File: src/rtl/ccff_bitstream_loader.sv
// ccff_bitstream_loader: serialises stream words LSB-first into a config chain.
// Define CCFF_READBACK_SIG_EN to add an LFSR signature of ccff_tail.
module ccff_bitstream_loader #(
  parameter int CHAIN_LEN = 88,
  parameter int WORD_W    = 8
) (
  input  logic              prog_clk,
  input  logic              prog_reset,
  input  logic              start,
  input  logic              abort,
  input  logic [WORD_W-1:0] s_data,
  input  logic              s_valid,
  output logic              s_ready,
  output logic              ccff_head,
  output logic              ccff_shift_en,
  input  logic              ccff_tail,
`ifdef CCFF_READBACK_SIG_EN
  input  logic              sig_clear,
  output logic [15:0]       readback_sig,
`endif
  output logic              busy,
  output logic              done
);

  localparam int NUM_WORDS = (CHAIN_LEN + WORD_W - 1) / WORD_W;
  localparam int CNT_W     = $clog2(CHAIN_LEN + 1);
  localparam int WC_W      = $clog2(NUM_WORDS + 1);
  localparam int SC_W      = $clog2(WORD_W + 1);
  localparam int LAST_BITS = CHAIN_LEN - (NUM_WORDS - 1) * WORD_W;

  localparam logic [CNT_W-1:0] LEN_C    = CNT_W'(CHAIN_LEN);
  localparam logic [WC_W-1:0]  NW_C     = WC_W'(NUM_WORDS);
  localparam logic [WC_W-1:0]  LAST_IDX = WC_W'(NUM_WORDS - 1);
  localparam logic [SC_W-1:0]  FULL_C   = SC_W'(WORD_W);
  localparam logic [SC_W-1:0]  LAST_C   = SC_W'(LAST_BITS);
  localparam logic [SC_W-1:0]  ONE_C    = SC_W'(1);

  typedef enum logic [1:0] {
    S_IDLE,
    S_ACTIVE,
    S_DONE
  } state_t;

  state_t st, st_nxt;

  logic [WORD_W-1:0] hr;
  logic [WORD_W-1:0] sr;
  logic              hr_full;
  logic              hr_last;
  logic [SC_W-1:0]   sr_cnt;
  logic [CNT_W-1:0]  bits_sent;
  logic [WC_W-1:0]   words_acc;

  logic start_acc;
  logic emit;
  logic reload;
  logic xfer;
  logic finish;

  assign start_acc = (st == S_IDLE) && start && !abort;
  assign emit      = (st == S_ACTIVE) && (sr_cnt != '0);
  assign reload    = (st == S_ACTIVE) && hr_full && (sr_cnt <= ONE_C);
  assign xfer      = s_valid && s_ready && !abort;
  assign finish    = (st == S_ACTIVE) && (bits_sent == LEN_C);

  // State register
  always_ff @(posedge prog_clk or posedge prog_reset) begin
    if (prog_reset) st <= S_IDLE;
    else            st <= st_nxt;
  end

  // Next-state logic; abort wins over everything
  always_comb begin
    st_nxt = st;
    if (abort) begin
      st_nxt = S_IDLE;
    end else begin
      case (st)
        S_IDLE:   if (start) st_nxt = S_ACTIVE;
        S_ACTIVE: if (bits_sent == LEN_C) st_nxt = S_DONE;
        S_DONE:   st_nxt = S_IDLE;
        default:  st_nxt = S_IDLE;
      endcase
    end
  end

  // Outputs decoded from registered state only
  always_comb begin
    busy    = (st == S_ACTIVE);
    s_ready = (st == S_ACTIVE) && !hr_full && (words_acc < NW_C);
  end

  // Holding register and accepted-word counter
  always_ff @(posedge prog_clk or posedge prog_reset) begin
    if (prog_reset) begin
      hr        <= '0;
      hr_full   <= 1'b0;
      hr_last   <= 1'b0;
      words_acc <= '0;
    end else if (abort || start_acc) begin
      hr        <= '0;
      hr_full   <= 1'b0;
      hr_last   <= 1'b0;
      words_acc <= '0;
    end else if (xfer) begin
      hr        <= s_data;
      hr_full   <= 1'b1;
      hr_last   <= (words_acc == LAST_IDX);
      words_acc <= words_acc + 1'b1;
    end else if (reload) begin
      hr_full   <= 1'b0;
    end
  end

  // Shift register, bit counter and registered chain outputs
  always_ff @(posedge prog_clk or posedge prog_reset) begin
    if (prog_reset) begin
      sr            <= '0;
      sr_cnt        <= '0;
      bits_sent     <= '0;
      ccff_head     <= 1'b0;
      ccff_shift_en <= 1'b0;
    end else if (abort || start_acc) begin
      sr            <= '0;
      sr_cnt        <= '0;
      bits_sent     <= '0;
      ccff_shift_en <= 1'b0;
    end else begin
      ccff_shift_en <= emit;
      if (emit) begin
        ccff_head <= sr[0];
        bits_sent <= bits_sent + 1'b1;
      end
      if (reload) begin
        sr     <= hr;
        sr_cnt <= hr_last ? LAST_C : FULL_C;
      end else if (emit) begin
        sr     <= sr >> 1;
        sr_cnt <= sr_cnt - 1'b1;
      end
    end
  end

  // Sticky completion flag, cleared only by an accepted start
  always_ff @(posedge prog_clk or posedge prog_reset) begin
    if (prog_reset)          done <= 1'b0;
    else if (start_acc)      done <= 1'b0;
    else if (finish && !abort) done <= 1'b1;
  end

`ifdef CCFF_READBACK_SIG_EN
  logic [15:0] lfsr;
  logic        lfsr_fb;

  assign lfsr_fb      = lfsr[15] ^ lfsr[13] ^ lfsr[12] ^ lfsr[10] ^ ccff_tail;
  assign readback_sig = lfsr;

  // Fold the outgoing chain content into the signature on each shift
  always_ff @(posedge prog_clk or posedge prog_reset) begin
    if (prog_reset)                  lfsr <= 16'hFFFF;
    else if (sig_clear || start_acc) lfsr <= 16'hFFFF;
    else if (ccff_shift_en)          lfsr <= {lfsr[14:0], lfsr_fb};
  end
`else
  logic unused_tail;
  assign unused_tail = ccff_tail;
`endif

endmodule

File: config.mk
export PLATFORM = sky130hd
export DESIGN_NAME = ccff_bitstream_loader
export DESIGN_NICKNAME = d
export VERILOG_FILES = /design/src/rtl/ccff_bitstream_loader.sv
export SDC_FILE = /design/constraint.sdc
export NUM_CORES = 1
export LEC_CHECK = 0
export CELL_PAD_IN_SITES_DETAIL_PLACEMENT = 1
export CELL_PAD_IN_SITES_GLOBAL_PLACEMENT = 1
export CORE_ASPECT_RATIO = 1.2
export CORE_MARGIN = 4
export CORE_UTILIZATION = 44
export DETAILED_ROUTE_END_ITERATION = 10
export PLACE_DENSITY = 0.89
export SETUP_SLACK_MARGIN = 0.3
export SLEW_MARGIN = 25
export SYNTH_ARGS = -nofsm -noshare
export SYNTH_HDL_FRONTEND = slang
export SYNTH_SLANG_ARGS = --single-unit
File: constraint.sdc
create_clock -name prog_clk -period 2 [get_ports prog_clk]
set_input_delay 0.4 -clock prog_clk [delete_from_list [all_inputs] [get_ports prog_clk]]
set_output_delay 0.4 -clock prog_clk [all_outputs]
set_load 0.01 [all_outputs]
== Word level (Yosys, flattened, before mapping) ==
Cells that the tools add are included.

* Reduce and logical (&&, ||, !) cells: 23
* Mux-type cells: 22
* Equal/unequal tests: 4
* Add/subtract/negate cells: 3
* $lt $le $gt $ge: 2
* Bitwise logic cells: 1

{| class="wikitable"
|+ Operators with widths
! kind !! count
|-
| 2-to-1 mux 8 bit || 5
|-
| 2-to-1 mux 4 bit || 5
|-
| 2-to-1 mux 7 bit || 2
|-
| logical AND 1 bit || 11
|-
| adder 7 x 1 -> 7 bit, second input constant || 1
|-
| == test 7 bit, second input constant || 1
|-
| 2-to-1 mux 1 bit || 6
|-
| 2-to-1 mux 2 bit || 3
|-
| nonzero test 2 bit || 3
|-
| nonzero test 3 bit || 2
|-
| adder 4 x 1 -> 4 bit, second input constant || 1
|-
| <= comparator 4 x 1 -> 1 bit, second input constant || 1
|-
| < comparator 4 bit, second input constant || 1
|-
| case mux 2 bit (2 select lines) || 1
|-
| AND reduction 2 bit || 2
|-
| nonzero test 4 bit || 1
|-
| subtractor 4 x 1 -> 4 bit, second input constant || 1
|-
| inequality test 3 x 2 -> 1 bit, second input constant || 1
|-
| inequality test 3 bit, second input constant || 1
|-
| == test 2 x 1 -> 1 bit, second input constant || 1
|-
| logical NOT 1 bit || 2
|-
| logical NOT 2 bit || 1
|-
| logical OR 1 bit || 1
|-
| NOT 1 bit || 1
|}

* Bits of input ports: 14
* Output and inout bits: 5
* Flip-flop bits (word level): 37

== Depth between registers and ports, before layout ==
Gate-level depths: netlist of the first run.

* Depth after elaboration: 7
* Mapped depth: 6
* Mapped depth without buffers: 5

== Worst setup path after synthesis of the first run ==
No wires, ideal clock.

* Path kind: reg-to-output
* Start point: register words_acc[0]
* End point: output port s_ready
* Stages on the path, launching flop included: 5
* Data arrival time: 1,460 ps
* Slack: 140 ps
* Cell sequence: dfrtp_1 ha_1 o21ai_0 clkbuf_1 nor3b_1

* Longest elaborated chain between the ends: 2

{| class="wikitable"
|+ RTL lines
! element !! line !! RTL
|-
| from (decl) || 52 || <nowiki>logic [WC_W-1:0] words_acc;</nowiki>
|-
| from (signal assigned) || 109 || <nowiki>words_acc <= words_acc + 1'b1;</nowiki>
|-
| < comparator 4 bit || 90 || <nowiki>s_ready = (st == S_ACTIVE) && !hr_full && (words_acc < NW_C);</nowiki>
|-
| logical AND 1 bit || 90 ||
|-
| to (decl) || 13 || <nowiki>output logic s_ready,</nowiki>
|}

No other way between the ends.

== Worst setup path after layout of the first run ==
* Start point: register words_acc[1]
* End point: output port s_ready

The elaborated chain is that of the path after synthesis.

==> results of run 1 <==
==> report_power, final <==
| part | switching (W) | internal (W) | total, W |
|---|---|---|---|
| Combinational | 0.000149 | 0.000111 | 0.000260 |
| Sequential | 0.0000139 | 0.000762 | 0.000776 |
| Clock | 0.000289 | 0.000241 | 0.000530 |
| Total | 0.000452 | 0.00111 | 0.00157 |
==> layer usage <==
metal  share of wire, %  wire length, um
met1                 42             2920
met2                 51             3530
met3                3.6              251
met4                3.6              252
met5                  0                0
==> placed cells by master (no fill, tap or decap), types with 3 or more instances in the layout <==
cell type / count
dfrtp_1: 35
buf_4: 30
nand3_1: 27
o21ai_0: 18
clkdlybuf4s50_1: 14
nand4_1: 11
nor3_1: 9
a311oi_2: 7
inv_1: 6
a21oi_1: 5
clkbuf_8: 5
or3_1: 4
mux2i_1: 4
nor2_1: 4
ha_1: 4
buf_6: 4
nor4_2: 3
and3_1: 3
==> metrics by stage <==
| stage | TNS, ps | worst slack (ps) |
|---|---|---|
| CTS | 0 | 102 |
| global placement | -45.1 | -33.8 |
| floorplan | 0 | 279 |
| detailed placement | -135 | -135 |
| finish | 0 | 98.3 |
| global route | 0 | 50.0 |
==> cell type report <==
class | instances | share of cell area [%]
clock buffer | 5 | 2.57
timing repair buffer | 54 | 17.8
multi-input combinational | 139 | 40.4
inverter | 9 | 1.26
clock inverter | 3 | 0.654
tap | 56 | 2.62
sequential | 37 | 34.7
==> repair_timing <==
item / in CTS / in global routing
pin swaps: 4 / 6
cloned: 2 / 0
setup endpoints to repair: 29 / 31
resized for setup: 29 / 14
buffers inserted: 4 / 8
==> critical path: cells and delay by family (launching register included) <==
kind | cells | cell delay (ps)
DFF | 1 | 400
adders and majority gates | 1 | 210
and+or+nand+nor | 1 | 230
AOI/OAI and AO/OA | 1 | 200
buffers and inverters | 1 | 160
==> sequential cells by signal, summed over array words and instances (netlist names), 2 cells and up <==
name,cells
sr_cnt,4
sr,8
hr,8
bits_sent,7
words_acc,4
st,2
==> cells by family after synthesis <==
family          after synthesis
simple gates                 79
fa+ha+maj                     6
compound gates               46
mux                           6
buf+inv                      25
flops                        37
xor+xnor                      1
==> final timing paths <==
path / slack [ps] / end / startpoint
min: 500 / st[0] / start
min reg2reg: 550 / words_acc[3] / words_acc[3]
max in group asynchronous: 1110 / sr_cnt[2] / prog_reset
min in group asynchronous: 520 / bits_sent[6] / prog_reset
max reg2reg: 250 / sr_cnt[1] / sr_cnt[0]
max: 100 / s_ready / words_acc[1]
==> metrics.cfg, run 1 <==
[die]
io_pins=19
rows=26
initial_core_util_pct=46.0
core_area_um2=4330
die_h_um=81.6
dieArea_um2=5660
die_w_um=69.4

[sta]
final-hold-violation-count=0
hold_slack_ps=501
slew_headroom_pct=67.5
fmax_mhz=526
rsz0062_at_grt=true
period_share_pct=95.1
setup_viol=0
tightest_slew_ps=487
min_period_ps=1900
finalMaxSlewViolations=0
finalClockSkew_ps=5.54

[worst_setup_path]
crit_chain=ha_2 > o21ai_2 > nor3b_4 > buf_2
critPathMaxFanout=2
timing_worst_setup_path_type=register to primary output
worstRegToRegCells=6
setup.worst_path.start_class=register
cpPeakStageDelay_ps=400
critPathCaptureType=primary output
crit_slowest_cell=dfrtp_1
cp_data_required_time_ps=1600
cp.arrival_ps=1500

[placed_design]
portBuffers=17
dp_cells=281
post_dp_cell_area_um2=2360
dpl.hpwl_um=3830
gp_congestion=0.809

[run_status]
outcome=finished clean

[global_routing]
grtUsageTotal_pct=24.8
grt_use_met2_pct=44.2
antenna_found_initial=0
globalRouteOverflowTotal=0
grt_pass1_vias=2080
grt_max_degree=38
top_usage_layer=met2
gr-usage-met1_pct=29.9
grt_pass1_wl_um=11000
use_met3_pct=3.92

[clocking]
cts_tree=done
htreeDepth=2
cts-root-buf=clkbuf_8
numClockSinks=37
clk_pin_slew_ps=80
insertion_delay_ps=290
cts_made_buffers=5
cts.path.max_buffers=2
hold_buffers=0

[yosys]
synth_compound_area_share_pct=17.7
ys.flop_type=dfrtp_1
synth_top_area_cell=dfrtp_1
syn_area_per_cell_um2=9.94
ys_types=41
yosysSeqAreaShare_pct=46.6
async_reset_ff_share_pct=100
ys_ff_latch=37
synth_warnings=0
synth_xor_area_share_pct=0.441
synthSimpleGateAreaFrac_pct=23.1
synth_most_common_cell=dfrtp_1
synth_nets=220
synthMuxAreaShare_pct=3.15
netlist_top_cells_area=dfrtp_1 (47%), nand3_1 (6.8%), a311oi_2 (5.3%)
syn_inst=200
synth-edff-count=0
synthAdderAreaFrac_pct=3.78
syn_area_um2=1990
synth_commonest_cells=dfrtp_1 (37), nand3_1 (27), o21ai_0 (19), clkbuf_1 (13), nand4_1 (11)
synth_top_family_by_area=simple AND/OR/NAND/NOR gates
synth_top_area_share_pct=46.6

[power_and_ir_drop]
peakVddDrop_mv=0.389
p_leak_nw=1.13
p_per_area_nw_per_um2=584
total_power_w=0.00157

[routing]
drtIter0Drc=130
antenna_left=0
firstDrtPassIters=4
drt-total-wl_um=6950
vias=1938
viasPerCell=6.40
wl_per_cell_um=22.9
drt_drc_violations_left=0

[final_layout]
nets=266
nFillCells=472
area_growth_pct=34.7
fin_area_um2=2680
final_layout_size_suffix_gt1_share_pct=32.8
regArea_um2=928
multi_input_area_um2=1080
antenna_cells=0
post-route-util_pct=61.9
final_cell_count_no_fill=303

[min_path]
hp-class=primary input to register
holdPathStages=3

[job]
maxCapViolations=0

(Power assumes the default switching activity.)
==> inputs of run 2 (changes only) <==
CTS_CLUSTER_SIZE = 28   (was default)
==> results of run 2 <==
Same layout as run 1: the final DEF is identical, and so are final timing and power.
==> inputs of run 3 (changes only) <==
SLEW_MARGIN = default   (was 25)
==> results of run 3 <==
Same layout as run 1: the final DEF is identical, and so are final timing and power.
